===== config.mk =====
export PLATFORM = sky130hd
export DESIGN_NAME = serial_adder_seq
export DESIGN_NICKNAME = d
export VERILOG_FILES = /design/src/rtl/serial_adder_seq_pkg.sv /design/src/rtl/serial_adder_seq_fulladder.sv /design/src/rtl/serial_adder_seq.sv
export SDC_FILE = /design/constraint.sdc
export NUM_CORES = 1
export LEC_CHECK = 0
export BUFFER_PORTS_ARGS = -buffer_cell sky130_fd_sc_hd__buf_2
export CAP_MARGIN = 20
export CORE_AREA = 2 2 39 41
export DETAILED_ROUTE_END_ITERATION = 16
export DIE_AREA = 0 0 41 43
export GPL_TIMING_DRIVEN = 0
export MAX_ROUTING_LAYER = met4
export PLACE_DENSITY_LB_ADDON = 0.08
export SLEW_MARGIN = 20
export SYNTH_ARGS = -nofsm -noshare
export SYNTH_HDL_FRONTEND = slang
export SYNTH_HIERARCHICAL = 1
export SYNTH_SLANG_ARGS = --single-unit

===== constraint.sdc =====
create_clock -name clk -period 1.9 [get_ports clk]
set_input_delay 0.57 -clock clk [delete_from_list [all_inputs] [get_ports clk]]
set_output_delay 0.57 -clock clk [all_outputs]
set_load 0.05 [all_outputs]

===== src/rtl/serial_adder_seq_pkg.sv =====
// serial_adder_seq_pkg
//   Shared definitions for the bit-serial adder sequencer: FSM state
//   encodings, the default operand width, and small helpers used by the
//   sequencer and its full-adder cell.
package serial_adder_seq_pkg;

   // FSM state encodings (kept as plain constants for legacy compatibility)
   localparam logic [1:0] SA_IDLE = 2'd0;
   localparam logic [1:0] SA_RUN  = 2'd1;
   localparam logic [1:0] SA_DONE = 2'd2;

   localparam int unsigned SA_DEFAULT_WIDTH = 8;

   // Bit counter width: ceil(log2(width+1))
   function automatic int unsigned sa_cnt_width(input int unsigned width);
      return $clog2(width + 1);
   endfunction

   // Majority of three: full-adder carry
   function automatic logic sa_maj(input logic x, input logic y, input logic z);
      return (x & y) | (x & z) | (y & z);
   endfunction

endpackage


===== src/rtl/serial_adder_seq_fulladder.sv =====
// fulladder
//   Combinational ripple full adder, WIDTH bits wide. The serial sequencer
//   uses it with WIDTH=1 as its one-bit sum/carry cell.
//   Ports:
//     a, b  in  WIDTH : addends
//     cin   in  1     : carry in
//     s     out WIDTH : sum
//     cout  out 1     : carry out
module fulladder
   import serial_adder_seq_pkg::*;
#(
   parameter int unsigned WIDTH = 1
) (
   input  logic [WIDTH-1:0] a,
   input  logic [WIDTH-1:0] b,
   input  logic             cin,
   output logic [WIDTH-1:0] s,
   output logic             cout
);

   logic [WIDTH:0] c;

   always_comb begin
      c    = '0;
      s    = '0;
      c[0] = cin;
      for (int i = 0; i < int'(WIDTH); i++) begin
         s[i]   = a[i] ^ b[i] ^ c[i];
         c[i+1] = sa_maj(a[i], b[i], c[i]);
      end
   end

   assign cout = c[WIDTH];

endmodule


===== src/rtl/serial_adder_seq.sv =====
// serial_adder_seq
//   Bit-serial adder sequencer. Accepts two operands one bit per clock, LSB
//   first, framed by a start pulse on bit 0. Owns the carry flop, feeds it
//   back into a one-bit fulladder and produces a registered serial sum, a
//   final carry and a one-cycle done pulse.
//   Configuration macro: SERIAL_ADDER_PAR_OUT_EN builds the parallel sum_q
//   shift register; when undefined sum_q is tied to 0.
//   Ports:
//     clk      in  1     : rising-edge clock
//     reset    in  1     : synchronous active-high reset
//     start    in  1     : cycle carries bit 0 of both operands
//     a, b     in  1     : serial operand bits
//     s        out 1     : registered serial sum bit
//     s_valid  out 1     : s holds a valid sum bit
//     c_out    out 1     : final carry of the last word (valid with done)
//     done     out 1     : one-cycle pulse after the last bit is summed
//     busy     out 1     : word in progress (RUN only)
//     sum_q    out WIDTH : parallel sum of the last completed word
module serial_adder_seq
   import serial_adder_seq_pkg::*;
#(
   parameter int unsigned WIDTH = SA_DEFAULT_WIDTH
) (
   input  logic             clk,
   input  logic             reset,
   input  logic             start,
   input  logic             a,
   input  logic             b,
   output logic             s,
   output logic             s_valid,
   output logic             c_out,
   output logic             done,
   output logic             busy,
   output logic [WIDTH-1:0] sum_q
);

   localparam int unsigned CNT_W = sa_cnt_width(WIDTH);
   localparam logic [CNT_W-1:0] CNT_ONE  = CNT_W'(1);
   localparam logic [CNT_W-1:0] CNT_LAST = CNT_W'(WIDTH - 1);

   logic [1:0]       state_q, state_d;
   logic [CNT_W-1:0] cnt_q, cnt_d;
   logic             cy_q;
   logic             s_q;
   logic             s_valid_q;
   logic             c_out_q;

   logic first_bit;
   logic accept;
   logic last_bit;
   logic fa_cin;
   logic fa_s;
   logic fa_cout;

   // start only frames a word outside RUN; inside RUN it is ignored
   always_comb begin
      first_bit = start && (state_q != SA_RUN);
      accept    = first_bit || (state_q == SA_RUN);
      last_bit  = (first_bit && (WIDTH == 1)) ||
                  ((state_q == SA_RUN) && (cnt_q == CNT_LAST));
      // carry chain restarts at 0 on every new word, including back-to-back
      fa_cin    = first_bit ? 1'b0 : cy_q;
   end

   fulladder #(
      .WIDTH (1)
   ) u_fa (
      .a    (a),
      .b    (b),
      .cin  (fa_cin),
      .s    (fa_s),
      .cout (fa_cout)
   );

   always_comb begin
      state_d = state_q;
      cnt_d   = cnt_q;
      case (state_q)
         SA_IDLE, SA_DONE: begin
            if (start) begin
               cnt_d   = CNT_ONE;
               state_d = (WIDTH == 1) ? SA_DONE : SA_RUN;
            end else begin
               state_d = SA_IDLE;
            end
         end
         SA_RUN: begin
            if (cnt_q == CNT_LAST) begin
               state_d = SA_DONE;
            end else begin
               cnt_d = cnt_q + CNT_ONE;
            end
         end
         default: state_d = SA_IDLE;
      endcase
   end

   always_ff @(posedge clk) begin
      if (reset) begin
         state_q   <= SA_IDLE;
         cnt_q     <= '0;
         cy_q      <= 1'b0;
         s_q       <= 1'b0;
         s_valid_q <= 1'b0;
         c_out_q   <= 1'b0;
      end else begin
         state_q   <= state_d;
         cnt_q     <= cnt_d;
         s_valid_q <= accept;
         if (accept) begin
            s_q  <= fa_s;
            cy_q <= fa_cout;
         end
         // c_out tracks the final carry only, so it holds between words
         if (last_bit) begin
            c_out_q <= fa_cout;
         end
      end
   end

`ifdef SERIAL_ADDER_PAR_OUT_EN
   logic [WIDTH-1:0] sum_sr_q;
   logic [WIDTH:0]   sum_sr_ext;

   // New bit enters at the MSB; after WIDTH bits the LSB sits in bit 0
   always_comb begin
      sum_sr_ext = {fa_s, sum_sr_q};
   end

   always_ff @(posedge clk) begin
      if (reset) begin
         sum_sr_q <= '0;
      end else if (accept) begin
         sum_sr_q <= sum_sr_ext[WIDTH:1];
      end
   end

   assign sum_q = sum_sr_q;
`else
   assign sum_q = '0;
`endif

   assign s       = s_q;
   assign s_valid = s_valid_q;
   assign c_out   = c_out_q;
   assign done    = (state_q == SA_DONE);
   assign busy    = (state_q == SA_RUN);

endmodule


==> results.md <==
* Status: complete, no violations
* Async set-or-reset flop fraction in the synthesized netlist at 0
* Vias per inst at 4.78
* Final min period at 1.77 ns
* CTS Hold Bufs at 0
* MaxCap Viol Count at 0
* Pwr Total at 540 uW
* H-tree Lvls at 1
* CP max FO at 9
* Setup_tns at 0 ns
* Clk root buf: clkbuf_4
* Vias in the first global route at 363
* Syn Inst Count at 58
* Post-synth top area share at 0.380
* GPL Wtd Cong at 0.795
* Total CTS buffers at 3
* Clock skew at 0.00418 ns
* Area growth, synth to finish at 23.3%
* Routed length per instance at 10.7 um
* CTS max path bufs at 2
* Ant diodes at 0
* Via total after detailed routing at 445
* Grt ovf at 0
* EDFF count, synth at 0
* Fmax at 0.565 GHz
* Post-DRT Antenna Nets at 0
* Core Area at 1380 um2
* Unrepaired setup endpoints after global routing: no
* Met3 Use GR at 0.0314
* Crit path buffers/inverters at 2
* Syn_area_per_cell at 9.08 um2
* Input/output buffers at 8
* Critical path cell sequence: nand2b_1 > inv_2 > buf_2
* Worst hold path endpoint: cy_q
* Static Leak at 0.000290 uW
* Final hold slack at 0.463 ns
* Critical Path Source Type: flop
* CP arrival at 1.20 ns
* Flops & latches, synth at 10
* Seq/Total Area, Yosys at 0.380
* Largest net degree at the start of global routing at 11
* First-pass GRT wire length at 1.46 mm
* Final-report max-slew violation count at 0
* Die Footprint at 1760 um2
* Top cells by area, synth: dfxtp_1 38%, buf_4 14%, a21oi_1 5.7%
* Residual DRC at 0
* Synth cell count leaders: 10 x buf_4, 10 x dfxtp_1, 6 x a21oi_1
* FF-to-FF Start: state_q[1]
* Nets at 85
* Critical Path Sink Type: output port
* Hpwl dp at 714 um
* Top FF cell, synth: dfxtp_1
* Crit path max-delay family: buffers and inverters
* TritonCTS sink count at 10
* HP Class: reg2reg
* Starting Density at 0.381
* Die Width at 41 um
* Fill cell count at 138
* Layer with the highest usage: met2
* Critical path's slowest cell: dfxtp_1
* Clk_lat worst skew at 0.27 ns
* Max incr delay on CP at 0.31 ns
* Worst reg-to-reg path cell count at 6
* Critical Path RT at 1.33 ns
* Initial antenna violation count at 0
* Non-filler cells, final at 93
* Peak supply drop at 389 uV
* Row cnt at 14
* CTS tree: built
* Post-synth cell types at 23
* Power Density at 832 nW/um2
* Crit Path Class: reg2out
* Ys Warns at 6
* Final worst-path cycle share at 0.932
* Final hold violations at 0
* Cell count of the worst hold path at 2
* Die Height at 43 um
* Post-CTS Setup Repair Bufs at 0
* GRT met1 Usage at 0.163
* Placed cells at 89
* Proportion of layout cells with a drive suffix above 1 at 0.312
* Pre-antenna DRT Iters at 4
* Post_cts resized at 0
* R2r setup slk at 0.28 ns
* Wirelength, routed at 992 um
* I/O pins at 18
* Clock slew at reported path FFs at 0.07 ns
* Initial DRC count at 5
* Met2 usage in global routing at 0.172
* Worst setup path start: state_q[1]
* Area leader, netlist: dfxtp_1
* Total track usage at 0.127
* Worst R2R End: s
* HP Start: cy_q
* Setup violations, final at 0
* Post-synthesis cell area at 527 um2
metrics by stage:
step           utilization  area (um2)  setup slack (ns)
6_report             0.469         649             0.129
3_5_place_dp         0.443         613             0.270
2_1_floorplan            -         553             0.321
3_3_place_gp         0.443         613             0.287
4_1_cts              0.469         649             0.124
5_1_grt              0.469         649            0.0720
where the power goes:
part | switching [uW] | internal (uW)
Clock | 76.7 | 116
Sequential | 7.12 | 220
Combinational | 85.9 | 34.3
kinds of logic (layout without fill, tap and decap cells):
logic type / Yosys count / after routing / share of synthesized area
AO/OA/AOI/OAI: 19 / 19 / 0.223
AND/OR/NAND/NOR: 14 / 14 / 0.171
buffers and inverters: 12 / 24 / 0.157
flip-flops: 10 / 10 / 0.380
adder cells (fa/ha/maj): 2 / 2 / 0.0618
other: 1 / 8 / 0.00712
sequential cells by signal, indices dropped and copies added, names as in the netlist:
signal,flops
s,1
s_valid,1
c_out,1
cy_q,1
state_q,2
cnt_q,4
worst register-to-register path: cells and delay by family, from the launching register on:
kind	cells	cell delay, ns
and+or+nand+nor	1	0.18
DFF	1	0.31
AOI/OAI and AO/OA	3	0.39
buffers and inverters	1	0.19
adders and majority gates	1	0.44
layout make-up:
cell class,instances,area [um2],area share
plain buffers,10,75.1,0.116
clock buffers,4,36.3,0.0559
repair buffers,8,40.0,0.0617
inverters,2,7.51,0.0116
flip-flops and latches,10,200,0.308
well taps,16,20.0,0.0308
multi-input cells,43,270,0.416
cells in the final DEF (no fill, tap or decap):
| cell | netlist | layout |
|---|---|---|
| a31oi_1 | 1 | 1 |
| o21ai_0 | 4 | 4 |
| nor3_1 | 1 | 1 |
| clkbuf_8 | 0 | 1 |
| fa_1 | 1 | 1 |
| a21oi_1 | 6 | 6 |
| buf_4 | 10 | 10 |
| inv_2 | 1 | 1 |
| o211ai_1 | 3 | 3 |
| or2b_1 | 1 | 1 |
| a211oi_1 | 2 | 2 |
| and3b_4 | 1 | 1 |
| a311oi_1 | 1 | 1 |
| dfxtp_1 | 10 | 10 |
| ha_1 | 1 | 1 |
| or4_1 | 1 | 1 |
| buf_2 | 0 | 8 |
| inv_1 | 1 | 1 |
| conb_1 | 1 | 8 |
| nand3_1 | 5 | 5 |
| nor2b_1 | 3 | 3 |
| clkbuf_4 | 0 | 3 |
| a21boi_0 | 1 | 1 |
| nand2b_1 | 1 | 1 |
| o21a_1 | 1 | 1 |
| nand3b_1 | 1 | 1 |
worst max-delay path by stage:
stage	to	cells past startpoint	slack (ns)
after floorplan	done	1	0.32
after global placement	s	5	0.29
after detailed placement	s	5	0.27
after CTS	busy	3	0.12
after global routing	busy	3	0.07
final	busy	3	0.13
layer usage:
layer  vias up  share of wire
met1       198           0.43
met4         0          0.014
met5         -              0
met3         2          0.076
met2        17           0.47
li1        228              -
Power figures use the tool's default switching activity.
